--- src/rtl/amba3_apb_arbiter.sv ---
// amba3_apb_arbiter: round-robin sharing of one AMBA 3 APB master port among NUM_REQ requesters
module amba3_apb_arbiter #(
  parameter int NUM_REQ   = 4,
  parameter int ADDR_SIZE = 32,
  parameter int DATA_SIZE = 32,
  parameter int TIMEOUT   = 0
) (
  input  logic                           pclk,
  input  logic                           preset,
  input  logic [NUM_REQ-1:0]             req_valid,
  input  logic [NUM_REQ-1:0]             req_write,
  input  logic [NUM_REQ*ADDR_SIZE-1:0]   req_addr,
  input  logic [NUM_REQ*DATA_SIZE-1:0]   req_wdata,
  output logic [NUM_REQ-1:0]             resp_done,
  output logic                           resp_err,
  output logic [DATA_SIZE-1:0]           resp_rdata,
  output logic [$clog2(NUM_REQ)-1:0]     grant_id,
  output logic [ADDR_SIZE-1:0]           paddr,
  output logic                           psel,
  output logic                           penable,
  output logic                           pwrite,
  output logic [DATA_SIZE-1:0]           pwdata,
  input  logic                           pready,
  input  logic [DATA_SIZE-1:0]           prdata
);
  localparam int IW = $clog2(NUM_REQ);
  localparam int CW = TIMEOUT > 1 ? $clog2(TIMEOUT) : 1;
  typedef enum logic [1:0] {IDLE, SETUP, ACCESS} state_t;
  state_t                state_q, state_d;
  logic [IW-1:0]         ptr_q, ptr_d, gid_q, gid_d, pick;
  logic [CW-1:0]         cnt_q, cnt_d;
  logic [ADDR_SIZE-1:0]  paddr_q, paddr_d;
  logic [DATA_SIZE-1:0]  pwdata_q, pwdata_d, rdata_q, rdata_d;
  logic                  pwrite_q, pwrite_d, psel_q, psel_d, penable_q, penable_d, err_q, err_d;
  logic [NUM_REQ-1:0]    done_q, done_d, elig;
  logic [IW:0]           sum;
  logic                  found, abort;
  assign elig  = req_valid & ~done_q;
  assign abort = TIMEOUT > 0 && !pready && cnt_q == CW'(TIMEOUT - 1);
  // first eligible requester at or above the round-robin pointer, wrapping
  always_comb begin
    pick  = ptr_q;
    found = 1'b0;
    sum   = '0;
    for (int i = 0; i < NUM_REQ; i++) begin
      sum = {1'b0, ptr_q} + (IW+1)'(i);
      sum = sum >= (IW+1)'(NUM_REQ) ? sum - (IW+1)'(NUM_REQ) : sum;
      if (!found && elig[sum[IW-1:0]]) begin
        pick  = sum[IW-1:0];
        found = 1'b1;
      end
    end
  end
  // APB setup/access sequencing, completion and watchdog abort
  always_comb begin
    state_d   = state_q;
    ptr_d     = ptr_q;
    cnt_d     = cnt_q;
    gid_d     = gid_q;
    paddr_d   = paddr_q;
    pwrite_d  = pwrite_q;
    pwdata_d  = pwdata_q;
    psel_d    = psel_q;
    penable_d = penable_q;
    done_d    = '0;
    err_d     = 1'b0;
    rdata_d   = '0;
    case (state_q)
      IDLE: if (found) begin
        state_d  = SETUP;
        gid_d    = pick;
        paddr_d  = req_addr[pick*ADDR_SIZE +: ADDR_SIZE];
        pwrite_d = req_write[pick];
        pwdata_d = req_write[pick] ? req_wdata[pick*DATA_SIZE +: DATA_SIZE] : '0;
        psel_d   = 1'b1;
        cnt_d    = '0;
      end
      SETUP: begin
        state_d   = ACCESS;
        penable_d = 1'b1;
      end
      ACCESS: if (pready || abort) begin
        state_d   = IDLE;
        psel_d    = 1'b0;
        penable_d = 1'b0;
        paddr_d   = '0;
        pwrite_d  = 1'b0;
        pwdata_d  = '0;
        done_d    = NUM_REQ'(1) << gid_q;
        err_d     = abort;
        rdata_d   = pready && !pwrite_q ? prdata : '0;
        ptr_d     = gid_q == IW'(NUM_REQ - 1) ? '0 : gid_q + 1'b1;
      end else begin
        cnt_d = cnt_q + 1'b1;
      end
      default: state_d = IDLE;
    endcase
  end
  // state and registered outputs
  always_ff @(posedge pclk) begin
    if (preset) begin
      state_q   <= IDLE;
      ptr_q     <= '0;
      cnt_q     <= '0;
      gid_q     <= '0;
      paddr_q   <= '0;
      pwrite_q  <= 1'b0;
      pwdata_q  <= '0;
      psel_q    <= 1'b0;
      penable_q <= 1'b0;
      done_q    <= '0;
      err_q     <= 1'b0;
      rdata_q   <= '0;
    end else begin
      state_q   <= state_d;
      ptr_q     <= ptr_d;
      cnt_q     <= cnt_d;
      gid_q     <= gid_d;
      paddr_q   <= paddr_d;
      pwrite_q  <= pwrite_d;
      pwdata_q  <= pwdata_d;
      psel_q    <= psel_d;
      penable_q <= penable_d;
      done_q    <= done_d;
      err_q     <= err_d;
      rdata_q   <= rdata_d;
    end
  end
  assign resp_done  = done_q;
  assign resp_err   = err_q;
  assign resp_rdata = rdata_q;
  assign grant_id   = gid_q;
  assign paddr      = paddr_q;
  assign psel       = psel_q;
  assign penable    = penable_q;
  assign pwrite     = pwrite_q;
  assign pwdata     = pwdata_q;
endmodule

--- config.mk ---
export PLATFORM = sky130hd
export DESIGN_NAME = amba3_apb_arbiter
export DESIGN_NICKNAME = d
export VERILOG_FILES = /design/src/rtl/amba3_apb_arbiter.sv
export SDC_FILE = /design/constraint.sdc
export NUM_CORES = 1
export LEC_CHECK = 0
export CELL_PAD_IN_SITES_DETAIL_PLACEMENT = 1
export CELL_PAD_IN_SITES_GLOBAL_PLACEMENT = 1
export CORE_AREA = 2 2 159 161
export CTS_BUF_LIST = sky130_fd_sc_hd__clkbuf_2 sky130_fd_sc_hd__clkbuf_4 sky130_fd_sc_hd__clkbuf_8
export CTS_CLUSTER_DIAMETER = 80
export DETAILED_ROUTE_END_ITERATION = 6
export DIE_AREA = 0 0 161 163
export GPL_ROUTABILITY_DRIVEN = 1
export PLACE_DENSITY = 0.86
export SLEW_MARGIN = 0
export SYNTH_ARGS = -nofsm -noshare
export SYNTH_HDL_FRONTEND = slang
export SYNTH_SLANG_ARGS = --single-unit
--- constraint.sdc ---
create_clock -name pclk -period 2.3 [get_ports pclk]
set_input_delay 0.23 -clock pclk [delete_from_list [all_inputs] [get_ports pclk]]
set_output_delay 0.23 -clock pclk [all_outputs]
set_load 0.01 [all_outputs]
==> reports/qor.csv <==
metric,value,unit
status,"finished, final reports clean",
Worst path max stage delay,0.41,ns
vias in the first global route,7095,
max-slew violation count,0,
post-DP HPWL,23100,um
ys async rst share,0,%
Worst EP required,2.58,ns
# DRC,0,
crit share post-route,92.5,%
Clock Sinks,109,
sequential-to-total area share from yosys stat,38.4,%
CTS tree,built,
Post-synth EDFFs,0,
area grow syn2layout,85.5,%
Slowest cell on crit path,dfxtp_1,
drt wl/cell,20.5,um
RSZ-0062 raised after global routing,false,
met2 WL,14800,um
antenna violations before repair,2,
Leak,4.03,nW
Switching Share,31.8,%
reg2reg start,ptr_q[1],
"Critical Path, Cell by Cell",nor3b_1 -> o211ai_1 -> nand3_4 -> buf_4 -> mux2i_1 -> mux2i_1 -> a22o_1,
Synth Area per Inst,8.90,um^2
top sig layer,met5,
Mapped Area,0.00568,mm^2
Starting DRT DRC Count,187,
"Clk Latency, worst-skew pair",0.39,ns
worst vdd ir,0.290,mV
GP Congestion,0.824,
Power Internal,3.56,mW
Cell Pwr Density,495,mW/mm^2
global-route wire length before repair,42000,um
Post-CTS Setup Inserts,0,
core area,0.0247,mm^2
final WL,28300,um
Initial Utilization,23.0,%
CP max FO,31,
clock buffer count from CTS,9,
startpoint types,register,
max-cap violation count,0,
final non-filler cell area,0.0105,mm^2
CTS clock-pin slew for the worst setup and hold paths,0.13,ns
cts hold-fix bufs,0,
H-tree Lvls,3,
DP Area,0.0103,mm^2
worst-case clock buffer depth,2,
GR Overflow Total,0,
Clk network pwr share,23.5,%
fin cells,1378,
Comb power frac,35.5,%
Final #Nets,1342,
Reg2Reg Depth,7,
sw power,1.66,mW
"Net Count, Synth",938,
DR pass1 iterations,4,
hold crit path type,input pin to register,
most frequent CP cell,mux2i_1,
Root Driver,clkbuf_8,
met3 WL,2420,um
placed cell count,1361,
power consumption,5.22,mW
crit path from,ptr_q[1],
I/O pin count,405,
# port buffers,403,
crit path to,paddr[29],
Reg2Reg Setup Slack,0.17,ns
min Tclk post-route,2.13,ns
Hold WS,0.387,ns
fmax,470,MHz
Resize count post-CTS,0,
share of cells above drive strength 1,7.35,%
Final setup viols,0,
Synth Flop Type,dfxtp_1,
site row count,58,
Crit. End Element,register,
Yosys warning count,0,
Vias,6627,
number of routed nets with antenna violations,0,
Mapped Cells,638,
CP arrival,2.41,ns
R2R Path End,paddr[29],
Final Hold Vio Count,0,
Fin Clk Skew,0.0219,ns
die area,0.0262,mm^2
Die Ht,163,um
Total GRT Usage,20.9,%
DR vias/cell,4.81,
Setup Crit Path Kind,register to register,
largest net degree at the start of global routing,36,
die width,161,um
Seq pwr share,41.0,%
synth unique cells,44,
M1 wire length,10200,um
Seq cells post-synth,109,
[critical path: cells and delay by family (launching register included)]
kind	cells	cell delay, ns
and+or+nand+nor	2	0.45
muxes	2	0.37
AOI/OAI and AO/OA	2	0.39
buffers and inverters	1	0.39
DFF	1	0.41
[layer usage]
layer | up-vias | GRT usage (%)
met2 | 286 | 39.1
met1 | 3171 | 21.4
met4 | 2 | 7.95
li1 | 3131 | -
met5 | - | 0
met3 | 37 | 7.36
[synthesized netlist by cell type (all sizes together) (3+ instances only)]
master   instances  area [um^2]
o2111ai         17          149
clkbuf          24          101
mux2i           96          961
buf             36          236
nor2b            4         25.0
inv              3         11.3
a31oi           32          200
nor3b            4         35.0
nand2b           5         31.3
a22o            15          131
o211ai          21          158
o21a            18          135
a21oi            5         25.0
nand3            4         25.0
nand2          104          390
and2            32          200
o221ai          32          280
dfxtp          109         2180
nor2            54          205
[placed cells by master (no fill, tap or decap), types with 9 or more instances in the layout]
master and count:
mux2i_1 96, a31oi_1 32, buf_4 39, a22o_1 15
o21a_1 18, and2_1 32, buf_12 11, nor2_1 53
clkbuf_8 9, dfxtp_1 109, o221ai_1 32, nand2_1 103
o211ai_1 21, clkdlybuf4s50_1 403, o2111ai_1 17
[how the worst min path moves through the flow]
stage,from,to,cells after the start
finish,prdata[24],resp_rdata[24],2
global route,prdata[30],resp_rdata[30],2
CTS,prdata[24],resp_rdata[24],2
detailed placement,pwdata[0],pwdata[0],2
global placement,pwdata[12],pwdata[12],2
floorplan,preset,resp_done[3],1
[registers in the layout, summed over array words and instances (netlist names)]
name        flops
state_q         2
paddr          32
ptr_q           2
resp_rdata     32
pwrite          1
pwdata         32
penable         1
resp_done       4
grant_id        2
psel            1
[cell type report]
cell class / instances / area, um^2
tap: 330 / 413
clock buffer: 9 / 124
timing repair buffer: 453 / 4550
fill: 2818 / 14100
clock inverter: 7 / 78.8
sequential: 109 / 2180
inverter: 3 / 11.3
multi-input combinational: 466 / 3180
antenna: 1 / 2.50
[cells by family (layout without fill, tap and decap cells)]
kind of cell / count (synthesis) / count (layout) / synth area share [%]
buf+inv: 63 / 472 / 6.15
flops: 109 / 109 / 38.4
fa+ha+maj: 1 / 1 / 0.220
mux: 97 / 97 / 17.1
other cells: 1 / 2 / 0.0660
compound gates: 149 / 149 / 20.6
simple gates: 218 / 218 / 17.5
[per-stage QoR]
step / worst slack [ns] / setup TNS (ns) / util (%)
floorplan: 0.466 / 0 / -
global placement: -0.197 / -2.47 / 41.9
detailed placement: -0.252 / -7.47 / 41.9
CTS: 0.166 / 0 / 42.7
global route: 0.0186 / 0 / 42.7
finish: 0.173 / 0 / 42.7
[power by group through the flow]
stage                     clock network, mW  logic, mW  registers [mW]
after floorplan                           0      0.645            2.23
after detailed placement                  0       1.87            2.19
after CTS                              1.30       1.88            2.14
after global routing                   1.37       1.98            2.16
after global placement                    0       1.81            2.18
final                                  1.23       1.85            2.14
(Power assumes the default switching activity.)
